--- config.mk ---
export PLATFORM = sky130hd
export DESIGN_NAME = muldiv_unit
export DESIGN_NICKNAME = d
export VERILOG_FILES = /design/src/rtl/muldiv_unit.sv
export SDC_FILE = /design/constraint.sdc
export NUM_CORES = 1
export LEC_CHECK = 0
export CELL_PAD_IN_SITES_DETAIL_PLACEMENT = 1
export CELL_PAD_IN_SITES_GLOBAL_PLACEMENT = 1
export CORE_MARGIN = 3
export CORE_UTILIZATION = 44
export DETAILED_ROUTE_END_ITERATION = 8
export GPL_ROUTABILITY_DRIVEN = 0
export PLACE_DENSITY = 0.79
export SETUP_SLACK_MARGIN = 0.4
export SLEW_MARGIN = 20
export SYNTH_ARGS = -nofsm -noshare
export SYNTH_HDL_FRONTEND = slang
export SYNTH_SLANG_ARGS = --single-unit
export TNS_END_PERCENT = 30
--- constraint.sdc ---
create_clock -name clk -period 6.2 [get_ports clk]
set_input_delay 0.62 -clock clk [delete_from_list [all_inputs] [get_ports clk]]
set_output_delay 0.62 -clock clk [all_outputs]
set_load 0.01 [all_outputs]
--- src/rtl/muldiv_unit.sv ---
// Iterative 32-bit multiply/divide unit: shift-add multiply and restoring divide,
// one bit per cycle, with a 33-cycle accept-to-done latency and HI/LO result registers.
module muldiv_unit (
  input  logic        clk,
  input  logic        reset,
  input  logic        start,
  input  logic [1:0]  op,
  input  logic [31:0] a,
  input  logic [31:0] b,
  input  logic        flush,
  output logic        busy,
  output logic        done,
  output logic [31:0] hi,
  output logic [31:0] lo
);

  typedef logic [31:0] word_t;

  localparam logic [1:0] OP_MULT  = 2'd0;
  localparam logic [1:0] OP_MULTU = 2'd1;
  localparam logic [1:0] OP_DIV   = 2'd2;
  localparam logic [1:0] OP_DIVU  = 2'd3;

  localparam logic [1:0] S_IDLE = 2'd0;
  localparam logic [1:0] S_CALC = 2'd1;
  localparam logic [1:0] S_DONE = 2'd2;

  logic [1:0] state_reg, state_next;
  logic [5:0] count_reg, count_next;
  logic       busy_reg, busy_next;
  logic       done_reg, done_next;
  word_t      hi_reg, hi_next;
  word_t      lo_reg, lo_next;

  // Operation context captured at accept time
  logic       is_div_reg, is_div_next;
  logic       neg_main_reg, neg_main_next;
  logic       neg_rem_reg, neg_rem_next;
  logic       div_zero_reg, div_zero_next;
  word_t      a_orig_reg, a_orig_next;
  word_t      opnd_reg, opnd_next;
  word_t      acc_hi_reg, acc_hi_next;
  word_t      acc_lo_reg, acc_lo_next;

  // Operand magnitudes and signs at accept
  logic       is_signed;
  logic       a_neg, b_neg;
  word_t      a_mag, b_mag;

  always_comb begin
    is_signed = (op == OP_MULT) || (op == OP_DIV);
    a_neg     = is_signed & a[31];
    b_neg     = is_signed & b[31];
    a_mag     = a_neg ? (~a + 32'd1) : a;
    b_mag     = b_neg ? (~b + 32'd1) : b;
  end

  // One iteration of the multiply or divide datapath
  logic [32:0] mul_sum;
  logic [32:0] rem_shift;
  logic        rem_ge;
  word_t       rem_sub;
  word_t       step_hi, step_lo;

  always_comb begin
    mul_sum   = {1'b0, acc_hi_reg} + (acc_lo_reg[0] ? {1'b0, opnd_reg} : 33'd0);
    rem_shift = {acc_hi_reg, acc_lo_reg[31]};
    rem_ge    = rem_shift >= {1'b0, opnd_reg};
    rem_sub   = rem_shift[31:0] - opnd_reg;
    if (is_div_reg) begin
      step_hi = rem_ge ? rem_sub : rem_shift[31:0];
      step_lo = {acc_lo_reg[30:0], rem_ge};
    end else begin
      step_hi = mul_sum[32:1];
      step_lo = {mul_sum[0], acc_lo_reg[31:1]};
    end
  end

  // Sign correction and special cases applied to the final iteration
  logic [63:0] prod_mag, prod_fix;
  word_t       final_hi, final_lo;

  always_comb begin
    prod_mag = {step_hi, step_lo};
    prod_fix = neg_main_reg ? (~prod_mag + 64'd1) : prod_mag;
    if (is_div_reg) begin
      if (div_zero_reg) begin
        final_hi = a_orig_reg;
        final_lo = 32'hFFFF_FFFF;
      end else begin
        final_hi = neg_rem_reg  ? (~step_hi + 32'd1) : step_hi;
        final_lo = neg_main_reg ? (~step_lo + 32'd1) : step_lo;
      end
    end else begin
      final_hi = prod_fix[63:32];
      final_lo = prod_fix[31:0];
    end
  end

  always_comb begin
    state_next    = state_reg;
    count_next    = count_reg;
    hi_next       = hi_reg;
    lo_next       = lo_reg;
    is_div_next   = is_div_reg;
    neg_main_next = neg_main_reg;
    neg_rem_next  = neg_rem_reg;
    div_zero_next = div_zero_reg;
    a_orig_next   = a_orig_reg;
    opnd_next     = opnd_reg;
    acc_hi_next   = acc_hi_reg;
    acc_lo_next   = acc_lo_reg;

    if (flush) begin
      state_next = S_IDLE;
    end else begin
      case (state_reg)
        S_IDLE: begin
          if (start) begin
            state_next    = S_CALC;
            count_next    = 6'd0;
            is_div_next   = (op == OP_DIV) || (op == OP_DIVU);
            neg_main_next = a_neg ^ b_neg;
            neg_rem_next  = a_neg;
            div_zero_next = (b == 32'd0);
            a_orig_next   = a;
            acc_hi_next   = 32'd0;
            // Multiply keeps the multiplicand aside and shifts the multiplier
            // out of acc_lo; divide shifts the dividend out of acc_lo.
            if ((op == OP_MULT) || (op == OP_MULTU)) begin
              opnd_next   = a_mag;
              acc_lo_next = b_mag;
            end else begin
              opnd_next   = b_mag;
              acc_lo_next = a_mag;
            end
          end
        end
        S_CALC: begin
          acc_hi_next = step_hi;
          acc_lo_next = step_lo;
          count_next  = count_reg + 6'd1;
          if (count_reg == 6'd31) begin
            state_next = S_DONE;
            hi_next    = final_hi;
            lo_next    = final_lo;
          end
        end
        S_DONE: begin
          state_next = S_IDLE;
        end
        default: begin
          state_next = S_IDLE;
        end
      endcase
    end

    busy_next = (state_next != S_IDLE);
    done_next = (state_next == S_DONE);
  end

  always_ff @(posedge clk) begin
    if (reset) begin
      state_reg    <= S_IDLE;
      count_reg    <= 6'd0;
      busy_reg     <= 1'b0;
      done_reg     <= 1'b0;
      hi_reg       <= 32'd0;
      lo_reg       <= 32'd0;
      is_div_reg   <= 1'b0;
      neg_main_reg <= 1'b0;
      neg_rem_reg  <= 1'b0;
      div_zero_reg <= 1'b0;
      a_orig_reg   <= 32'd0;
      opnd_reg     <= 32'd0;
      acc_hi_reg   <= 32'd0;
      acc_lo_reg   <= 32'd0;
    end else begin
      state_reg    <= state_next;
      count_reg    <= count_next;
      busy_reg     <= busy_next;
      done_reg     <= done_next;
      hi_reg       <= hi_next;
      lo_reg       <= lo_next;
      is_div_reg   <= is_div_next;
      neg_main_reg <= neg_main_next;
      neg_rem_reg  <= neg_rem_next;
      div_zero_reg <= div_zero_next;
      a_orig_reg   <= a_orig_next;
      opnd_reg     <= opnd_next;
      acc_hi_reg   <= acc_hi_next;
      acc_lo_reg   <= acc_lo_next;
    end
  end

  assign busy = busy_reg;
  assign done = done_reg;
  assign hi   = hi_reg;
  assign lo   = lo_reg;

endmodule

After elaboration in Yosys (flattened, before gate mapping)
Index checks and enable logic that the tools add are counted.
{"block": "op_classes", "add_sub_neg": 8, "magnitude_cmp": 1, "n_eq_ne": 7, "mux": 25, "n_bitwise": 9, "reduce_logical": 11}
{"operator": "two-way mux 32 bit", "count": 16}
{"operator": "adder 32 x 1 -> 32 bit, second input constant", "count": 4}
{"operator": "inverter 32 bit", "count": 4}
{"operator": "case mux 32 bit (2 select lines)", "count": 2}
{"operator": "adder 64 x 1 -> 64 bit, second input constant", "count": 1}
{"operator": "two-way mux 64 bit", "count": 1}
{"operator": "inverter 64 bit", "count": 1}
{"operator": "adder 32 x 32 -> 33 bit", "count": 1}
{"operator": ">= comparator 33 x 32 -> 1 bit", "count": 1}
{"operator": "logical NOT 32 bit", "count": 1}
{"operator": "subtractor 32 bit", "count": 1}
{"operator": "case mux 6 bit (2 select lines)", "count": 1}
{"operator": "AND reduction 3 bit", "count": 3}
{"operator": "adder 6 x 1 -> 6 bit, second input constant", "count": 1}
{"operator": "equality test 2 bit, second input constant", "count": 3}
{"operator": "equality test 6 x 5 -> 1 bit, second input constant", "count": 1}
{"operator": "two-way mux 2 bit", "count": 3}
{"operator": "two-way mux 6 bit", "count": 1}
{"operator": "equality test 2 x 1 -> 1 bit, second input constant", "count": 2}
{"operator": "logical NOT 2 bit", "count": 2}
{"operator": "case mux 2 bit (2 select lines)", "count": 1}
{"operator": "nonzero test 2 bit", "count": 2}
{"operator": "logical OR 1 bit", "count": 3}
{"operator": "AND 1 bit", "count": 2}
{"operator": "other kinds (3)", "count": 3}
{"block": "totals", "ff_bits": 206, "input_bits": 70, "out_inout_bits": 66, "wordCells": 75}

Depth between registers and ports, before layout
{"block": "logic_depth", "ltp_word": 8, "mapped_depth": 22, "depth_no_buf": 19}

Worst setup path after synthesis
No wires, ideal clock.
{"block": "synth_timing", "path_kind": "register to register", "start": "register acc_lo_reg[0]", "end": "register hi_reg[31] (netlist: hi[31])", "setup_ns": 0.095, "arrival_time_ns": 4.258, "required_ns": 6.105, "path_slack_ns": 1.846, "stages_incl_launch_ff": 19, "n_path_buf": 2, "period_less_slack_ns": 4.354, "cell_sequence": "dfxtp_1 clkbuf_1 and2_1 ha_1 inv_1 fa_1 and2b_1 o2111ai_2 a21oi_2 o21ai_2 o41ai_1 mux2_1 or2_2 clkbuf_1 or3b_2 nor4_1 nand4_1 mux2i_1 a221oi_1"}
{"block": "synth_between", "elab_chain_cells": 8, "elab_cells_between_ends": 12, "cone_classes": "add/sub (3); mux (7); bitwise (2)"}
{"item": "from (decl)", "line_no": "43", "rtl": "word_t acc_lo_reg, acc_lo_next;"}
{"item": "from (signal assigned)", "line_no": "192", "rtl": "acc_lo_reg <= acc_lo_next;"}
{"item": "two-way mux 32 bit", "line_no": "66", "rtl": "mul_sum = {1'b0, acc_hi_reg} + (acc_lo_reg[0] ? {1'b0, opnd_reg} : 33'd0);"}
{"item": "adder 32 x 32 -> 33 bit", "line_no": "66"}
{"item": "two-way mux 32 bit", "line_no": "70", "rtl": "if (is_div_reg) begin"}
{"item": "inverter 32 bit", "line_no": "91", "rtl": "final_hi = neg_rem_reg ? (~step_hi + 32'd1) : step_hi;"}
{"item": "adder 32 x 1 -> 32 bit", "line_no": "91"}
{"item": "two-way mux 32 bit", "line_no": "91"}
{"item": "two-way mux 32 bit", "line_no": "87", "rtl": "if (div_zero_reg) begin"}
{"item": "two-way mux 32 bit *", "line_no": "86", "rtl": "if (is_div_reg) begin"}
{"item": "to (signal assigned)", "line_no": "183", "rtl": "hi_reg <= hi_next;"}
{"item": "to (decl)", "line_no": "32", "rtl": "word_t hi_reg, hi_next;"}
Every way passes the cells marked *; elsewhere a longest branch is shown, timed or not.
A chain may end at the register's enable or synchronous reset.

Worst setup path after layout
{"block": "layout_timing", "start": "register opnd_reg[1]", "end": "register hi_reg[24] (netlist: hi[24])"}
{"block": "layout_between", "elab_chain_cells": 8, "elab_cells_between_ends": 15, "cone_classes": "add/sub (4); order compare (1); mux (8); bitwise (2)"}
{"item": "from (decl)", "line_no": "41", "rtl": "word_t opnd_reg, opnd_next;"}
{"item": "from (signal assigned)", "line_no": "190", "rtl": "opnd_reg <= opnd_next;"}
{"item": "two-way mux 32 bit (tied with other cells)", "line_no": "66"}
{"item": "adder 32 x 32 -> 33 bit or two-way mux 32 bit (tied branches)", "line_no": "66, 71"}
{"item": "two-way mux 32 bit", "line_no": "70"}
{"item": "inverter 32 bit", "line_no": "91"}
{"item": "adder 32 x 1 -> 32 bit", "line_no": "91"}
{"item": "two-way mux 32 bit", "line_no": "91"}
{"item": "two-way mux 32 bit", "line_no": "87"}
{"item": "two-way mux 32 bit *", "line_no": "86"}
Marked as above.

==> results_dict.tcl <==
set metrics [dict create \
    clk_latency_ps 560 \
    crit_end "hi[24]$_SDFFE_PP0P_" \
    via_count 20400 \
    vdd_drop_max_v 0.000194 \
    p_leak_nw 7.62 \
    wl_met1_um 32900 \
    postCtsHoldBufs 0 \
    wirelength_um 80100 \
    worstHoldStart "a_orig_reg[18]$_SDFFE_PP0P_" \
    setup_violations 0 \
    start_util 0.450 \
    worst_ep_required_time_ps 6660 \
    post-route-period-util 0.893 \
    rsz0062_at_grt "no" \
    cp_cell_sequence "inv_1 -> ha_1 -> nor2b_1 -> o21bai_4 -> a211oi_4 -> o211ai_2 -> buf_4 -> nand2_4 -> mux2_2 -> nand2_1 -> o21ai_0 -> inv_1 -> ha_1 -> and3_1 -> nand4_1 -> or2_1 -> o41ai_1 -> xor2_1 -> a221oi_1" \
    cts_root_buf "clkbuf_16" \
    synth_edf_count 0 \
    grt_pass1_vias 20300 \
    numClockSinks 206 \
    syn_inst 2533 \
    cts_tree "yes" \
    slowest_stage "a211oi_4" \
    grt_pass1_wl_um 123000 \
    status "completed" \
    hold_viol 0 \
    powerDensity_mw_per_mm2 205 \
    reg2reg_depth 19 \
    rows 73 \
    synth_area_leaders "dfxtp_1 23%, a21oi_1 6.9%, nand2_1 6.5%" \
    first_pass_iters 5 \
    fill_cells 5111 \
    drive_gt1_frac 0.0630 \
    syn_area_mm2 0.0180 \
    wl_met2_um 35100 \
    grt-ovfl-total 0 \
    crit_start "opnd_reg[1]$_SDFFE_PP0P_" \
    fin_ws_ps 661 \
    reg2reg_setup_slack_ps 660 \
    fin_nets 2691 \
    fin_tns_setup_ps 0 \
    h-tree-depth 1 \
    async_reset_ff_frac 0 \
    cp.arrival_ps 6000 \
    antenna_found_initial 2 \
    reg2reg_from "opnd_reg[1]$_SDFFE_PP0P_" \
    die_area_mm2 0.0435 \
    syn_to_final_growth_pct 13.3 \
    fp.dieH_um 208 \
    hold_path.class "reg -> reg" \
    grt_max_degree 110 \
    maxSlewViolCount 0 \
    cts_max_path_buffers 3 \
    coreArea_mm2 0.0401 \
    dp_hpwl_um 60800 \
    synth_flop_cell "dfxtp_1" \
    yosysWarnings 0 \
    dr.max_layer_used "met4" \
    synth_nets 2674 \
    netlist.area_leader.share 0.229 \
    min_period_ps 5540 \
    die_w_um 208 \
    wl_met3_um 7360 \
    synth_cell_types 109 \
    numCtsBuffers 26 \
    pin_count 136 \
    grt.total_usage 0.354 \
    worstSetupStartpointType "flop" \
    synth_largest_area_cell "dfxtp_1" \
    synth_seq_cells 206 \
    cap_violations 0 \
    maxSlewHeadroom 0.362 \
    routedWlPerCell_um 25.9 \
    clock_skew_ps 10.4 \
    critical_path_class "reg -> reg" \
    cpPeakStageDelay_ps 440 \
    crit_fanout 18 \
    path_clk_slew_ps 60 \
    antenna_left 0 \
    reg2reg_to "hi[24]$_SDFFE_PP0P_" \
    ys_seq_area_frac 0.229 \
    place.port_buffers 135 \
    via_per_inst 6.57 \
    drtIter0Drc 1787 \
    worst_pin_slew_ps 956 \
    pre_cts_slack_ps 860 \
    postSynthAreaPerCell_um2 7.12 \
    crit_path_end_kind "flop" \
    max_freq_mhz 181 \
    remaining_drc_errors 0 \
]
[cells by family after synthesis]
group	share of synthesized area
AOI/OAI and AO/OA	0.281
xor gates and xnor gates	0.0806
adders and majority gates	0.0501
buffers and inverters	0.0569
DFF	0.229
muxes	0.0373
and+or+nand+nor	0.265
[cell usage after synthesis (all sizes together), types with 6 or more instances]
cell type / instances
nand2: 314
nor2: 308
a21oi: 256
dfxtp: 206
o21ai: 139
clkbuf: 119
xnor2: 104
nor3: 89
ha: 69
inv: 65
xor2: 62
buf: 60
nand3: 60
a211oi: 58
mux2i: 56
o211ai: 56
and2: 45
a22oi: 32
nand4: 32
nor4: 31
a31oi: 29
a21o: 23
and3: 23
or3: 23
nor2b: 19
o21a: 18
o31ai: 15
or2: 15
nand2b: 14
o221ai: 13
o21bai: 11
mux2: 10
o41ai: 10
a211o: 9
and4: 9
o2111ai: 9
or4: 9
a221oi: 8
a311oi: 8
a31o: 8
o211a: 8
a2111oi: 6
o31a: 6
[metal layers]
layer	GRT usage	vias to the layer above
met5	0	-
li1	-	9189
met2	0.554	977
met4	0.169	0
met1	0.470	9966
met3	0.0680	220
[stage by stage]
step | instances | util | hold WS (ps) | power [mW] | cell area, um^2
after floorplan | 2533 | - | 431 | 2.18 | 18000
after global placement | 3047 | 0.488 | 442 | 2.56 | 19600
after detailed placement | 3047 | 0.488 | 448 | 2.60 | 19600
after CTS | 3095 | 0.509 | 457 | 4.16 | 20400
after global routing | 3095 | 0.510 | 480 | 4.34 | 20400
final | 3097 | 0.510 | 454 | 4.19 | 20400
[area by class of cell]
| class | count | area (um^2) | share of cell area |
|---|---|---|---|
| flip-flops and latches | 206 | 4130 | 0.202 |
| clock inverters | 7 | 65.1 | 0.00318 |
| inverters | 67 | 251 | 0.0123 |
| well taps | 525 | 657 | 0.0321 |
| clock buffers | 41 | 798 | 0.0390 |
| diodes | 2 | 5.00 | 0.000245 |
| multi-input cells | 2081 | 12900 | 0.633 |
| repair buffers | 168 | 1600 | 0.0782 |
[power breakdown]
group	internal, mW	switching [mW]	total, mW	leakage (nW)
registers	1.36	0.0446	1.41	1.67
clock network	0.921	0.655	1.58	0.421
logic	0.387	0.819	1.21	5.52
[critical path, delay by kind of cell (launching register included)]
family / cells / cell delay, ps
xor+xnor: 1 / 120
buf+inv: 3 / 500
fa+ha+maj: 2 / 670
compound gates: 6 / 1590
simple gates: 6 / 1800
flops: 1 / 390
mux: 1 / 370
[how the worst min path moves through the flow]
stage	endpoint	slack, ps	cells after the start
6_report	a_orig_reg[18]$_SDFFE_PP0P_	450	2
5_1_grt	a_orig_reg[1]$_SDFFE_PP0P_	480	2
4_1_cts	a_orig_reg[6]$_SDFFE_PP0P_	460	2
3_5_place_dp	a_orig_reg[8]$_SDFFE_PP0P_	450	2
3_3_place_gp	a_orig_reg[16]$_SDFFE_PP0P_	440	2
2_1_floorplan	a_orig_reg[16]$_SDFFE_PP0P_	430	2
[cells in the final DEF, fill, tap and decap left out, drive strengths merged, types with 60 or more instances in the layout]
| master | n |
|---|---|
| a21oi | 256 |
| clkdlybuf4s50 | 133 |
| dfxtp | 206 |
| ha | 69 |
| inv | 65 |
| nand2 | 314 |
| nand3 | 60 |
| nor2 | 308 |
| nor3 | 89 |
| o21ai | 139 |
| xnor2 | 104 |
| xor2 | 62 |
[repair_timing]
action,in CTS,in global routing
setup buffers,0,0
resized for setup,0,1
setup endpoints to repair,0,1
Power figures use the tool's default switching activity.
